File: src/rtl/axim_rd_ctrl.sv
// axim_rd_ctrl: AXI4 read master that splits a (start, address, size) request into 4KB-safe bursts streamed out on rd_t*
// Ports: clk/rst (sync, active-high); ctrl_rstart_i/ctrl_raddr_offset_i/ctrl_rxfer_size_i/ctrl_rdone_o request handshake;
//        rd_tdata_o/rd_tvalid_o/rd_tready_i/rd_tlast_o outgoing word stream with sticky rd_err_o;
//        m_axi_ar* address channel (fixed size/burst/prot/cache), m_axi_r* data channel passed straight through.
module axim_rd_ctrl #(
  parameter int C_M_AXI_ADDR_WIDTH = 32,
  parameter int C_M_AXI_DATA_WIDTH = 32,
  parameter int C_XFER_SIZE_WIDTH  = 32,
  parameter int C_MAX_BURST_LEN    = 16,
  parameter int C_MAX_OUTSTANDING  = 4
) (
  input  logic                          clk,
  input  logic                          rst,
  input  logic                          ctrl_rstart_i,
  input  logic [C_M_AXI_ADDR_WIDTH-1:0] ctrl_raddr_offset_i,
  input  logic [C_XFER_SIZE_WIDTH-1:0]  ctrl_rxfer_size_i,
  output logic                          ctrl_rdone_o,
  output logic [C_M_AXI_DATA_WIDTH-1:0] rd_tdata_o,
  output logic                          rd_tvalid_o,
  input  logic                          rd_tready_i,
  output logic                          rd_tlast_o,
  output logic                          rd_err_o,
  output logic [C_M_AXI_ADDR_WIDTH-1:0] m_axi_araddr_o,
  output logic [7:0]                    m_axi_arlen_o,
  output logic                          m_axi_arvalid_o,
  input  logic                          m_axi_arready_i,
  output logic [2:0]                    m_axi_arsize_o,
  output logic [1:0]                    m_axi_arburst_o,
  output logic [2:0]                    m_axi_arprot_o,
  output logic [3:0]                    m_axi_arcache_o,
  input  logic [C_M_AXI_DATA_WIDTH-1:0] m_axi_rdata_i,
  input  logic [1:0]                    m_axi_rresp_i,
  input  logic                          m_axi_rlast_i,
  input  logic                          m_axi_rvalid_i,
  output logic                          m_axi_rready_o
);
  localparam int AW = C_M_AXI_ADDR_WIDTH;
  localparam int CW = C_XFER_SIZE_WIDTH - 2;
  localparam int OW = $clog2(C_MAX_OUTSTANDING + 1);
  typedef enum logic [1:0] {IDLE, RUN, DONE} state_t;
  state_t state, state_nxt;
  logic [AW-1:0] addr;
  logic [CW-1:0] req_left, total, rcvd, to_4k, lim, beats;
  logic [OW-1:0] outst;
  logic run, ar_hs, r_hs;

  assign m_axi_arsize_o  = 3'b010;
  assign m_axi_arburst_o = 2'b01;
  assign m_axi_arprot_o  = 3'b000;
  assign m_axi_arcache_o = 4'b0011;

  always_ff @(posedge clk) state <= rst ? IDLE : state_nxt;

  always_comb begin
    state_nxt = state == IDLE ? (ctrl_rstart_i ? (ctrl_rxfer_size_i != '0 ? RUN : DONE) : IDLE)
              : state == RUN ? (rd_tvalid_o & rd_tready_i & rd_tlast_o ? DONE : RUN)
              : IDLE;
  end

  always_comb begin
    run             = state == RUN;
    ctrl_rdone_o    = state == DONE;
    rd_tdata_o      = m_axi_rdata_i;
    rd_tvalid_o     = m_axi_rvalid_i & run;
    m_axi_rready_o  = rd_tready_i & run;
    rd_tlast_o      = rd_tvalid_o & (rcvd == total - CW'(1));
    // words left before the next 4KB page; 1024 when sitting exactly on a page start
    to_4k           = CW'(11'd1024 - {1'b0, addr[11:2]});
    lim             = req_left < CW'(C_MAX_BURST_LEN) ? req_left : CW'(C_MAX_BURST_LEN);
    beats           = to_4k < lim ? to_4k : lim;
    m_axi_araddr_o  = addr;
    m_axi_arlen_o   = 8'(beats - CW'(1));
    m_axi_arvalid_o = run & (req_left != '0) & (outst < OW'(C_MAX_OUTSTANDING));
    ar_hs           = m_axi_arvalid_o & m_axi_arready_i;
    r_hs            = m_axi_rvalid_i & m_axi_rready_o;
  end

  // addr/req_left only move on an AR handshake, so araddr/arlen stay put while arready is low
  always_ff @(posedge clk) begin
    if (rst) begin
      addr     <= '0;
      req_left <= '0;
      total    <= '0;
      rcvd     <= '0;
      outst    <= '0;
      rd_err_o <= 1'b0;
    end else if (state == IDLE) begin
      if (ctrl_rstart_i) begin
        addr     <= ctrl_raddr_offset_i;
        req_left <= ctrl_rxfer_size_i[C_XFER_SIZE_WIDTH-1:2];
        total    <= ctrl_rxfer_size_i[C_XFER_SIZE_WIDTH-1:2];
        rcvd     <= '0;
        outst    <= '0;
        rd_err_o <= 1'b0;
      end
    end else begin
      if (ar_hs) begin
        addr     <= addr + AW'({beats, 2'b00});
        req_left <= req_left - beats;
      end
      if (r_hs) rcvd <= rcvd + CW'(1);
      if (r_hs && m_axi_rresp_i != 2'b00) rd_err_o <= 1'b1;
      outst <= outst + OW'(ar_hs) - OW'(r_hs & m_axi_rlast_i);
    end
  end
endmodule
File: config.mk
export PLATFORM = sky130hd
export DESIGN_NAME = axim_rd_ctrl
export DESIGN_NICKNAME = d
export VERILOG_FILES = /design/src/rtl/axim_rd_ctrl.sv
export SDC_FILE = /design/constraint.sdc
export NUM_CORES = 1
export LEC_CHECK = 0
export CAP_MARGIN = 5
export CORE_MARGIN = 2
export CORE_UTILIZATION = 55
export CTS_CLUSTER_DIAMETER = 30
export DETAILED_ROUTE_END_ITERATION = 10
export PLACE_DENSITY = 0.83
export SYNTH_ARGS = -nofsm -noshare
export SYNTH_HDL_FRONTEND = slang
export SYNTH_SLANG_ARGS = --single-unit
export TNS_END_PERCENT = 100
File: constraint.sdc
create_clock -name clk -period 8.47 [get_ports clk]
set_input_delay 1.2705 -clock clk [delete_from_list [all_inputs] [get_ports clk]]
set_output_delay 1.2705 -clock clk [all_outputs]
set_load 0.02 [all_outputs]
==> run_results.csv <==
group,metric,value,unit
floorplan,rows,51,
clock_network,cts_root_buffer,"clkbuf_16",
outcome,status,"completed",
cells_and_area,area_delta_synth_final,15.5,%
timing,finalClockSkew,0.0104,ns
global_routing,antenna_found_initial,0,
drt,antenna_left,0,
floorplan,start_util,56.4,%
critical_path,cp.arrival,5.95,ns
drt,vias,11100,
power_and_ir_drop,internal_power,1.69,mW
critical_path,critPathLaunchType,"register",
synthesis,synth_edf_count,0,
timing,finalSetupViolCount,0,
floorplan,dieArea,21200,µm²
drt,post-route-drc-count,0,
clock_network,ctsHoldBuffers,0,
critical_path,cp_common_cell,"o21ai_0",
synthesis,syn_area,11100,µm²
global_routing,grt.overflow.total,0,
clock_network,cts_made_buffers,17,
critical_path,cp_slowest_cell,"clkdlybuf4s50_1",
flow_run,cap_violations,0,
cells_and_area,drive_gt1_share,6.69,%
placement,gp_congestion,0.951,
timing,hold_violations,0,
critical_path,worstPathCellList,"or3_1, nor3_2, nor3b_1, xnor2_1, ha_1, a21oi_1, o21ai_0, a211o_1, o21bai_2, nand2_1, o21ai_0, inv_1, ha_1, nand4_1, o21ai_0, o21ai_0, clkdlybuf4s50_1",
drt,drtIter0Drc,787,
cells_and_area,fin_cells,1834,
clock_network,cts_tree,"built",
power_and_ir_drop,seq_power_share,24.1,%
timing,max_freq,0.139,GHz
timing,whs,0.457,ns
clock_network,path_clk_slew,0.06,ns
synthesis,syn_avg_cell_area,7.46,µm²
critical_path,path_max_fanout,17,
cells_and_area,fillers,1721,
cells_and_area,utilization,65.1,%
global_routing,grt_usage,29.4,%
critical_path,cp_num_buf_inv,2,
power_and_ir_drop,power,2.96,mW
clock_network,cts-resized-gates,0,
drt,wl_per_cell,17.4,µm
placement,placed_cells,1802,
cells_and_area,nNetsFinal,1726,
power_and_ir_drop,comb_power_share,50.5,%
critical_path,critical-path-top-delay-family,"compound AO/OA/AOI/OAI gates",
synthesis,ys_seq_elements,128,
power_and_ir_drop,p_clk_share,25.4,%
floorplan,die_w,146,µm
critical_path,worst-setup-path-type,"reg2out",
cells_and_area,final_common_cell,"nand2_1",
synthesis,ys_seq_area_share,23.2,%
cells_and_area,final_cell_mix,"nand2_1 (186), a21oi_1 (134), nor2_1 (132)",
placement,post-place-ws,1.58,ns
timing,drv_slew,0,
placement,hpwlAfterDp,23000,µm
global_routing,grt_max_degree,91,
drt,routed_wl,31800,µm
power_and_ir_drop,ir_drop,0.000150,V
clock_network,cts_sinks,128,
clock_network,clk_path_buf_depth,2,
clock_network,post_cts_buffers,0,
power_and_ir_drop,p_sw_share,42.9,%
timing,tightestPinTransition,1.06,ns
placement,place_area,12200,µm²
global_routing,grt_pass1_wl,51900,µm
critical_path,max_stage_delay,0.66,ns
power_and_ir_drop,switchingPower,1.27,mW
critical_path,r2r_slack,1.46,ns
power_and_ir_drop,p_leak,5.18,nW
clock_network,insertion_delay,0.43,ns
critical_path,crit_path_end_kind,"output port",
timing,setup_ws,1.25,ns
floorplan,boundaryPins,195,
placement,io_buffers,118,
timing,tns,0,ns
drt,detail_route.vias_per_cell,6.06,
drt,dr.pass1.iters,6,
timing,period_needed,7.22,ns
synthesis,synth_ff_type,"dfxtp_1",
synthesis,synth_warnings,0,
min_path,hold_class,"reg2reg",
synthesis,yosysUniqueCellTypes,98,
cells_and_area,antennaDiodeCount,0,
cells_and_area,stdcell_area,12800,µm²
global_routing,grt_pass1_vias,10400,
power_and_ir_drop,power_density,232,nW/µm²
timing,finalCritPeriodShare,85.2,%
synthesis,syn_inst,1481,
synthesis,ys_async_sr_fraction,0,%
timing,rsz0062_at_grt,"no",
critical_path,required,7.20,ns
timing,slew_headroom,29.6,%
floorplan,die_h,146,µm
clock_network,htree_levels,4,
floorplan,core,19600,µm²
cell usage after synthesis, types with 22 or more instances:
cell        n  area share (%)
nor3_1     45             2.0
a21oi_1   134             6.1
nand4_1    22             1.2
xnor2_1    60             4.8
nand3_1    41             1.9
nor4_1     23             1.3
buf_4      45             3.1
nor2_1    134             4.6
clkbuf_1   65             2.2
o21ai_0    72             3.3
ha_1       64             7.2
nand2_1   187             6.4
inv_1      44             1.5
xor2_1     55             4.4
dfxtp_1   128              23
a21o_1     34             2.3
sequential cells by signal, summed over array words and instances (netlist names):
name,flops
outst,3
state,2
rcvd,30
m_axi_araddr_o,32
total,30
rd_err_o,1
req_left,30
worst reg2reg max path, cell delays in order (launching register included):
cell and delay (ns):
dfxtp_1 0.45, or3_1 0.45, nor3_2 0.32, nor3b_1 0.28, xnor2_1 0.37, ha_1 0.37, a21oi_1 0.12, o21ai_0 0.11
a211o_1 0.34, o21bai_2 0.60, nand2_1 0.26, o21ai_0 0.46, ha_1 0.27, inv_1 0.08, ha_1 0.24, and2_1 0.18
a31oi_1 0.14, o221ai_1 0.17, o211ai_1 0.32, a21oi_2 0.12, o21ai_0 0.38, nor3_1 0.10, or2_2 0.30, xor2_1 0.14
a211oi_1 0.18, a311oi_1 0.08
kinds of logic (layout without fill, tap and decap cells):
| group | Yosys count | after routing | synth area share [%] |
|---|---|---|---|
| other | 2 | 54 | 0.0680 |
| flip-flops | 128 | 128 | 23.2 |
| adder cells (fa/ha/maj) | 68 | 68 | 7.70 |
| buffers and inverters | 167 | 203 | 7.51 |
| AND/OR/NAND/NOR | 556 | 556 | 24.0 |
| AO/OA/AOI/OAI | 431 | 431 | 27.1 |
| multiplexers | 13 | 13 | 1.19 |
| XOR/XNOR | 116 | 116 | 9.26 |
layout make-up:
class,instances,area (µm²),share of cell area [%]
Multi-Input combinational cell,1238,7870,61.7
Clock buffer,18,439,3.44
Clock inverter,14,151,1.19
Tap cell,265,332,2.60
Timing Repair Buffer,126,1240,9.71
Sequential cell,128,2560,20.1
Inverter,45,169,1.32
layer usage:
metal / GRT usage [%] / vias to the layer above / wire length, µm
met2: 48.3 / 453 / 14700
li1: - / 5425 / -
met5: 0 / - / 0
met1: 39.5 / 5182 / 14000
met4: 9.61 / 0 / 780
met3: 4.73 / 60 / 2410
power by group through the flow:
stage          clock (mW)  sequential (mW)  combinational (mW)
2_1_floorplan           0            0.718                1.10
3_3_place_gp            0            0.722                1.44
3_5_place_dp            0            0.723                1.45
4_1_cts             0.754            0.710                1.47
5_1_grt             0.778            0.720                1.64
6_report            0.753            0.713                1.50
path summary, 6_finish.rpt:
| path | startpoint | end | cells past startpoint |
|---|---|---|---|
| setup / recovery | m_axi_araddr_o[4] | m_axi_arlen_o[6] | 17 |
| hold / removal | m_axi_araddr_o[0] | m_axi_araddr_o[0] | 2 |
| setup reg to reg | m_axi_araddr_o[4] | req_left[16] | 25 |
| hold reg to reg | m_axi_araddr_o[0] | m_axi_araddr_o[0] | 2 |
Note: power is estimated with default switching activity, not from simulation.
